[src/rtl/cell_ctrl_chain.sv]
// Cell control chain: call/return handshake FSM plus an instruction load chain.
// Ports: clk, rst_n, call_in/call_out/local_call, ret_src/ret_in/ret_out,
//   busy, err, instr_*_in -> instr_*_out forward, local_instr_* write.
// Optional macro CELL_CTRL_LOAD_LOCK_EN: drop local loads while busy, flag err.
module cell_ctrl_chain #(
  parameter int INSTR_DATA_WIDTH = 32,
  parameter int INSTR_ADDR_WIDTH = 6,
  parameter int INSTR_HOPS_WIDTH = 4,
  parameter int NUM_RET_SRC      = 2,
  parameter int CALL_DELAY       = 1
) (
  input  logic                        clk,
  input  logic                        rst_n,
  input  logic                        call_in,
  output logic                        call_out,
  output logic                        local_call,
  input  logic [NUM_RET_SRC-1:0]      ret_src,
  input  logic                        ret_in,
  output logic                        ret_out,
  output logic                        busy,
  output logic                        err,
  input  logic [INSTR_DATA_WIDTH-1:0] instr_data_in,
  input  logic [INSTR_ADDR_WIDTH-1:0] instr_addr_in,
  input  logic [INSTR_HOPS_WIDTH-1:0] instr_hops_in,
  input  logic                        instr_en_in,
  output logic [INSTR_DATA_WIDTH-1:0] instr_data_out,
  output logic [INSTR_ADDR_WIDTH-1:0] instr_addr_out,
  output logic [INSTR_HOPS_WIDTH-1:0] instr_hops_out,
  output logic                        instr_en_out,
  output logic [INSTR_DATA_WIDTH-1:0] local_instr_data,
  output logic [INSTR_ADDR_WIDTH-1:0] local_instr_addr,
  output logic                        local_instr_en
);

  localparam int NF = NUM_RET_SRC + 1;

  localparam logic [1:0] S_IDLE = 2'd0;
  localparam logic [1:0] S_RUN  = 2'd1;
  localparam logic [1:0] S_DONE = 2'd2;

  logic [1:0]            state_q, state_d;
  logic [NF-1:0]         flags_q, flags_d;
  logic [NF-1:0]         flags_set;
  logic [CALL_DELAY-1:0] csr_q, csr_d;
  logic                  lcall_q, lcall_d;
  logic                  ret_q, ret_d;
  logic                  err_q, err_d;

  logic [INSTR_DATA_WIDTH-1:0] fdata_q, fdata_d;
  logic [INSTR_ADDR_WIDTH-1:0] faddr_q, faddr_d;
  logic [INSTR_HOPS_WIDTH-1:0] fhops_q, fhops_d;
  logic                        fen_q, fen_d;
  logic [INSTR_DATA_WIDTH-1:0] ldata_q, ldata_d;
  logic [INSTR_ADDR_WIDTH-1:0] laddr_q, laddr_d;
  logic                        len_q, len_d;

  logic busy_w;
  logic hops_zero;
  logic ld_local;
  logic ld_fwd;
  logic ld_drop;

  assign busy_w    = (state_q != S_IDLE);
  assign flags_set = flags_q | {ret_in, ret_src};
  assign hops_zero = (instr_hops_in == '0);

`ifdef CELL_CTRL_LOAD_LOCK_EN
  assign ld_drop = instr_en_in & hops_zero & busy_w;
`else
  assign ld_drop = 1'b0;
`endif

  assign ld_local = instr_en_in & hops_zero & ~ld_drop;
  assign ld_fwd   = instr_en_in & ~hops_zero;

  // DONE spans two cycles: the first arms ret_q, the second
  // presents it on ret_out and then falls back to IDLE.
  always_comb begin
    state_d = state_q;
    flags_d = flags_q;
    ret_d   = 1'b0;
    lcall_d = 1'b0;
    err_d   = err_q;
    unique case (state_q)
      S_IDLE: begin
        if (call_in) begin
          state_d = S_RUN;
          flags_d = '0;
          lcall_d = 1'b1;
        end
      end
      S_RUN: begin
        flags_d = flags_set;
        if (&flags_set) state_d = S_DONE;
      end
      S_DONE: begin
        if (ret_q) state_d = S_IDLE;
        else       ret_d   = 1'b1;
      end
      default: state_d = S_IDLE;
    endcase
    if (call_in && busy_w) err_d = 1'b1;
    if (ld_drop)           err_d = 1'b1;
  end

  // Every call_in travels down the delay line, accepted or not.
  always_comb begin
    csr_d[0] = call_in;
    for (int i = 1; i < CALL_DELAY; i++) begin
      csr_d[i] = csr_q[i-1];
    end
  end

  always_comb begin
    fen_d   = ld_fwd;
    fdata_d = ld_fwd ? instr_data_in : '0;
    faddr_d = ld_fwd ? instr_addr_in : '0;
    fhops_d = ld_fwd ? (instr_hops_in - INSTR_HOPS_WIDTH'(1)) : '0;
    len_d   = ld_local;
    ldata_d = ld_local ? instr_data_in : '0;
    laddr_d = ld_local ? instr_addr_in : '0;
  end

  always_ff @(posedge clk or negedge rst_n) begin
    if (!rst_n) begin
      state_q <= S_IDLE;
      flags_q <= '0;
      csr_q   <= '0;
      lcall_q <= 1'b0;
      ret_q   <= 1'b0;
      err_q   <= 1'b0;
    end else begin
      state_q <= state_d;
      flags_q <= flags_d;
      csr_q   <= csr_d;
      lcall_q <= lcall_d;
      ret_q   <= ret_d;
      err_q   <= err_d;
    end
  end

  always_ff @(posedge clk or negedge rst_n) begin
    if (!rst_n) begin
      fen_q   <= 1'b0;
      fdata_q <= '0;
      faddr_q <= '0;
      fhops_q <= '0;
      len_q   <= 1'b0;
      ldata_q <= '0;
      laddr_q <= '0;
    end else begin
      fen_q   <= fen_d;
      fdata_q <= fdata_d;
      faddr_q <= faddr_d;
      fhops_q <= fhops_d;
      len_q   <= len_d;
      ldata_q <= ldata_d;
      laddr_q <= laddr_d;
    end
  end

  assign call_out         = csr_q[CALL_DELAY-1];
  assign local_call       = lcall_q;
  assign ret_out          = ret_q;
  assign busy             = busy_w;
  assign err              = err_q;
  assign instr_data_out   = fdata_q;
  assign instr_addr_out   = faddr_q;
  assign instr_hops_out   = fhops_q;
  assign instr_en_out     = fen_q;
  assign local_instr_data = ldata_q;
  assign local_instr_addr = laddr_q;
  assign local_instr_en   = len_q;

endmodule

[config.mk]
export PLATFORM = sky130hd
export DESIGN_NAME = cell_ctrl_chain
export DESIGN_NICKNAME = d
export VERILOG_FILES = /design/src/rtl/cell_ctrl_chain.sv
export SDC_FILE = /design/constraint.sdc
export NUM_CORES = 1
export LEC_CHECK = 0
export BUFFER_PORTS_ARGS = -buffer_cell sky130_fd_sc_hd__buf_2
export CAP_MARGIN = 20
export CORE_MARGIN = 4
export CORE_UTILIZATION = 44
export DETAILED_ROUTE_END_ITERATION = 10
export PLACE_DENSITY = 0.75
export SLEW_MARGIN = 5
export SYNTH_ARGS = -nofsm -noshare
export SYNTH_HDL_FRONTEND = slang
export SYNTH_SLANG_ARGS = --single-unit
[constraint.sdc]
create_clock -name clk -period 1.78 [get_ports clk]
set_input_delay 0.089 -clock clk [delete_from_list [all_inputs] [get_ports clk]]
set_output_delay 0.089 -clock clk [all_outputs]
set_load 0.05 [all_outputs]
==> reports/qor.txt <==
worst reg2reg endpoint = err$_DFFE_PN0P_
Die Width = 91.2 um
initial antenna violation count = 0
CP Class = register to output port
Buf/Inv on CP = 1
fin crit share = 82.2%
total negative setup slack = 0 ps
# rows = 30
most common cell after layout, fill and taps aside = buf_2
leakage = 0.00248 uW
cells after synthesis = 212
CTS tree = yes
count of buffers from port buffering = 135
Seq pwr share = 47.7%
Final Instance Area = 4470 um2
Die ar. = 8310 um2
Worst Tran Pin Value = 491 ps
combinational power share = 17.4%
P_int = 3410 uW
DP Area = 3800 um2
sequential share of the synthesized area = 74.8%
Nets = 445
Pwr per Cell Area = 1070 nW/um2
pin count of the biggest net entering global routing = 43
# setup viols final = 0
IO Pins = 136
post-CTS setup repair buffer count = 0
TritonCTS buffer count = 9
DP HPWL = 4320 um
total power = 4760 uW
vias per inst = 4.48
H-Tree Depth = 3
final wirelength = 6750 um
Starting Density = 45.1%
Yosys reg bits = 91
Slowest Stage Delay on Critical Path = 460 ps
synthesized cell area = 3040 um2
Crit. End Element = output port
Hold Violations, Final = 0
outcome = complete, no violations
DR DRC count = 0
clk sink count = 91
RSZ-0062 raised after global routing = no
Max Freq = 684 MHz
Via Count = 2148
Synth-to-Final Area Change = 46.8%
Antenna Cells = 0
GR Util All Layers = 16.9%
Reg clk slew, reported paths = 80 ps
critical path capture point = busy
post-route ant nets = 0
RR Startpoint = state_q[0]$_DFFE_PN0P_
clock skew = 5.99 ps
crit path max-delay cell type = dfrtp_1
sw power = 1350 uW
most frequent cells in the layout = 134 x buf_2, 91 x dfrtp_1, 78 x and2_1, 42 x dlygate4sd3_1, 9 x clkbuf_8
worst r2r path cells = 2
share of layout cells above drive strength 1 = 40.4%
switching share of power = 28.3%
die height = 91.2 um
fin crit period = 1460 ps
vias in the first global route = 2264
maximum clock path buffer count = 2
Min-Delay Path Class = input port to register
post-CTS sizing = 0
CP Max Fanout = 8
crit start category = register
VDD IR max = 0.587 mV
Root Driver = clkbuf_8
post-synth cell types = 25
Skew-Pair Late Insertion Delay = 340 ps
Avg Cell Area, Syn = 14.4 um2
Worst Path Required = 1690 ps
critical path data arrival time = 1370 ps
warnings from Yosys = 0
Fill cells = 512
max-slew violations = 0
crit-path cells = or2_2 -> buf_2
Remaining Overflow, GRT = 0
Initial DRC Count = 63
Reg2Reg Setup Slack = 680 ps
Pre-Repair DR Iteration Count = 4
first-pass GRT wire length = 10800 um
syn_nets = 263
post-DR wirelength/cell = 14.1 um
worst relative slew slack = 67.2%
top cell family by delay on the critical path = flip-flops
Routability Congestion = 0.782
max_cap viols = 0
core area = 6760 um2
Clk network pwr share = 34.9%
crit path from = state_q[0]$_DFFE_PN0P_
number of cells on the critical path = 2
-- per-stage QoR --
step / instances / setup slack, ps / hold WS, ps / util, %
2_1_floorplan: 212 / 516 / -207 / -
3_3_place_gp: 421 / 580 / 88.3 / 56.3
3_5_place_dp: 421 / 534 / 88.1 / 56.3
4_1_cts: 479 / 297 / 7.43 / 66.1
5_1_grt: 479 / 253 / 19.3 / 66.1
6_report: 479 / 317 / 24.6 / 66.1
-- worst register-to-register path: stages, from the launching register on --
cell     delay, ps
dfrtp_1        460
or2_2          350
a21o_1         190
-- layer usage --
layer	routed length [um]	track usage, %	part of all wire [%]	vias up
met1	2630	19.1	39	1037
met2	3550	29.2	53	86
met5	0	0	0	-
met3	471	5.39	7.0	9
li1	-	-	-	1016
met4	103	7.66	1.5	0
-- cell usage after synthesis, drive strengths merged --
master	number	share of area (%)
nor4b	1	0.49
a21boi	1	0.37
or3	1	0.37
clkbuf	5	0.78
nor3	1	0.16
a211oi	1	0.25
and2	78	16
and3	1	0.37
a21oi	6	0.99
buf	4	1.1
or2	1	0.21
ha	2	0.82
xor2	1	0.29
o22ai	1	0.21
nor2b	1	0.21
a21o	1	0.25
nor2	8	1.1
nand2b	1	0.21
inv	4	0.49
dfrtp	91	75
a31o	2	0.58
-- what timing repair did --
action / 4_1_cts / 5_1_grt
hold buffers: 42 / 0
endpoints found under the setup margin: 0 / 0
hold endpoints to repair: 119 / 0
-- power groups by stage --
stage	clock network, uW	logic, uW	registers [uW]
final	1660	829	2270
after global routing	1800	901	2290
after CTS	1700	835	2270
after detailed placement	0	762	2310
after global placement	0	751	2310
after floorplan	0	259	2570
-- cell type report --
class / instances / area (um2) / share of cell area [%]
Multi-Input combinational cell: 108 / 696 / 15.6
Sequential cell: 91 / 2280 / 51.0
Clock buffer: 9 / 124 / 2.77
Tap cell: 80 / 100 / 2.24
Timing Repair Buffer: 180 / 1130 / 25.4
Clock inverter: 7 / 124 / 2.77
Inverter: 4 / 15.0 / 0.336
-- worst min-delay path by stage --
stage,startpoint,endpoint,slack (ps),depth (start not counted)
2_1_floorplan,rst_n,call_out$_DFF_PN0_,-210,0
3_3_place_gp,rst_n,instr_data_out[25]$_DFF_PN0_,90,1
3_5_place_dp,rst_n,instr_data_out[22]$_DFF_PN0_,90,1
4_1_cts,instr_en_in,instr_hops_out[3]$_DFF_PN0_,7,2
5_1_grt,instr_hops_in[3],instr_hops_out[3]$_DFF_PN0_,20,2
6_report,instr_en_in,instr_hops_out[3]$_DFF_PN0_,20,2
-- cell families (layout without fill, tap and decap cells) --
kind of cell / count (synthesis) / after routing / synth area share, %
AO/OA/AOI/OAI: 12 / 12 / 2.63
XOR/XNOR: 1 / 1 / 0.288
adder cells (fa/ha/maj): 2 / 2 / 0.822
buffers and inverters: 13 / 200 / 2.34
flip-flops: 91 / 91 / 74.8
AND/OR/NAND/NOR: 93 / 93 / 19.1
-- registers in the layout, indices dropped and copies added, names as in the netlist --
register          count
local_instr_data     32
local_call            1
local_instr_en        1
err                   1
ret_out               1
call_out              1
instr_en_out          1
instr_data_out       32
state_q               2
flags_q               3
instr_addr_out        6
instr_hops_out        4
local_instr_addr      6
Note: power is estimated with default switching activity, not from simulation.
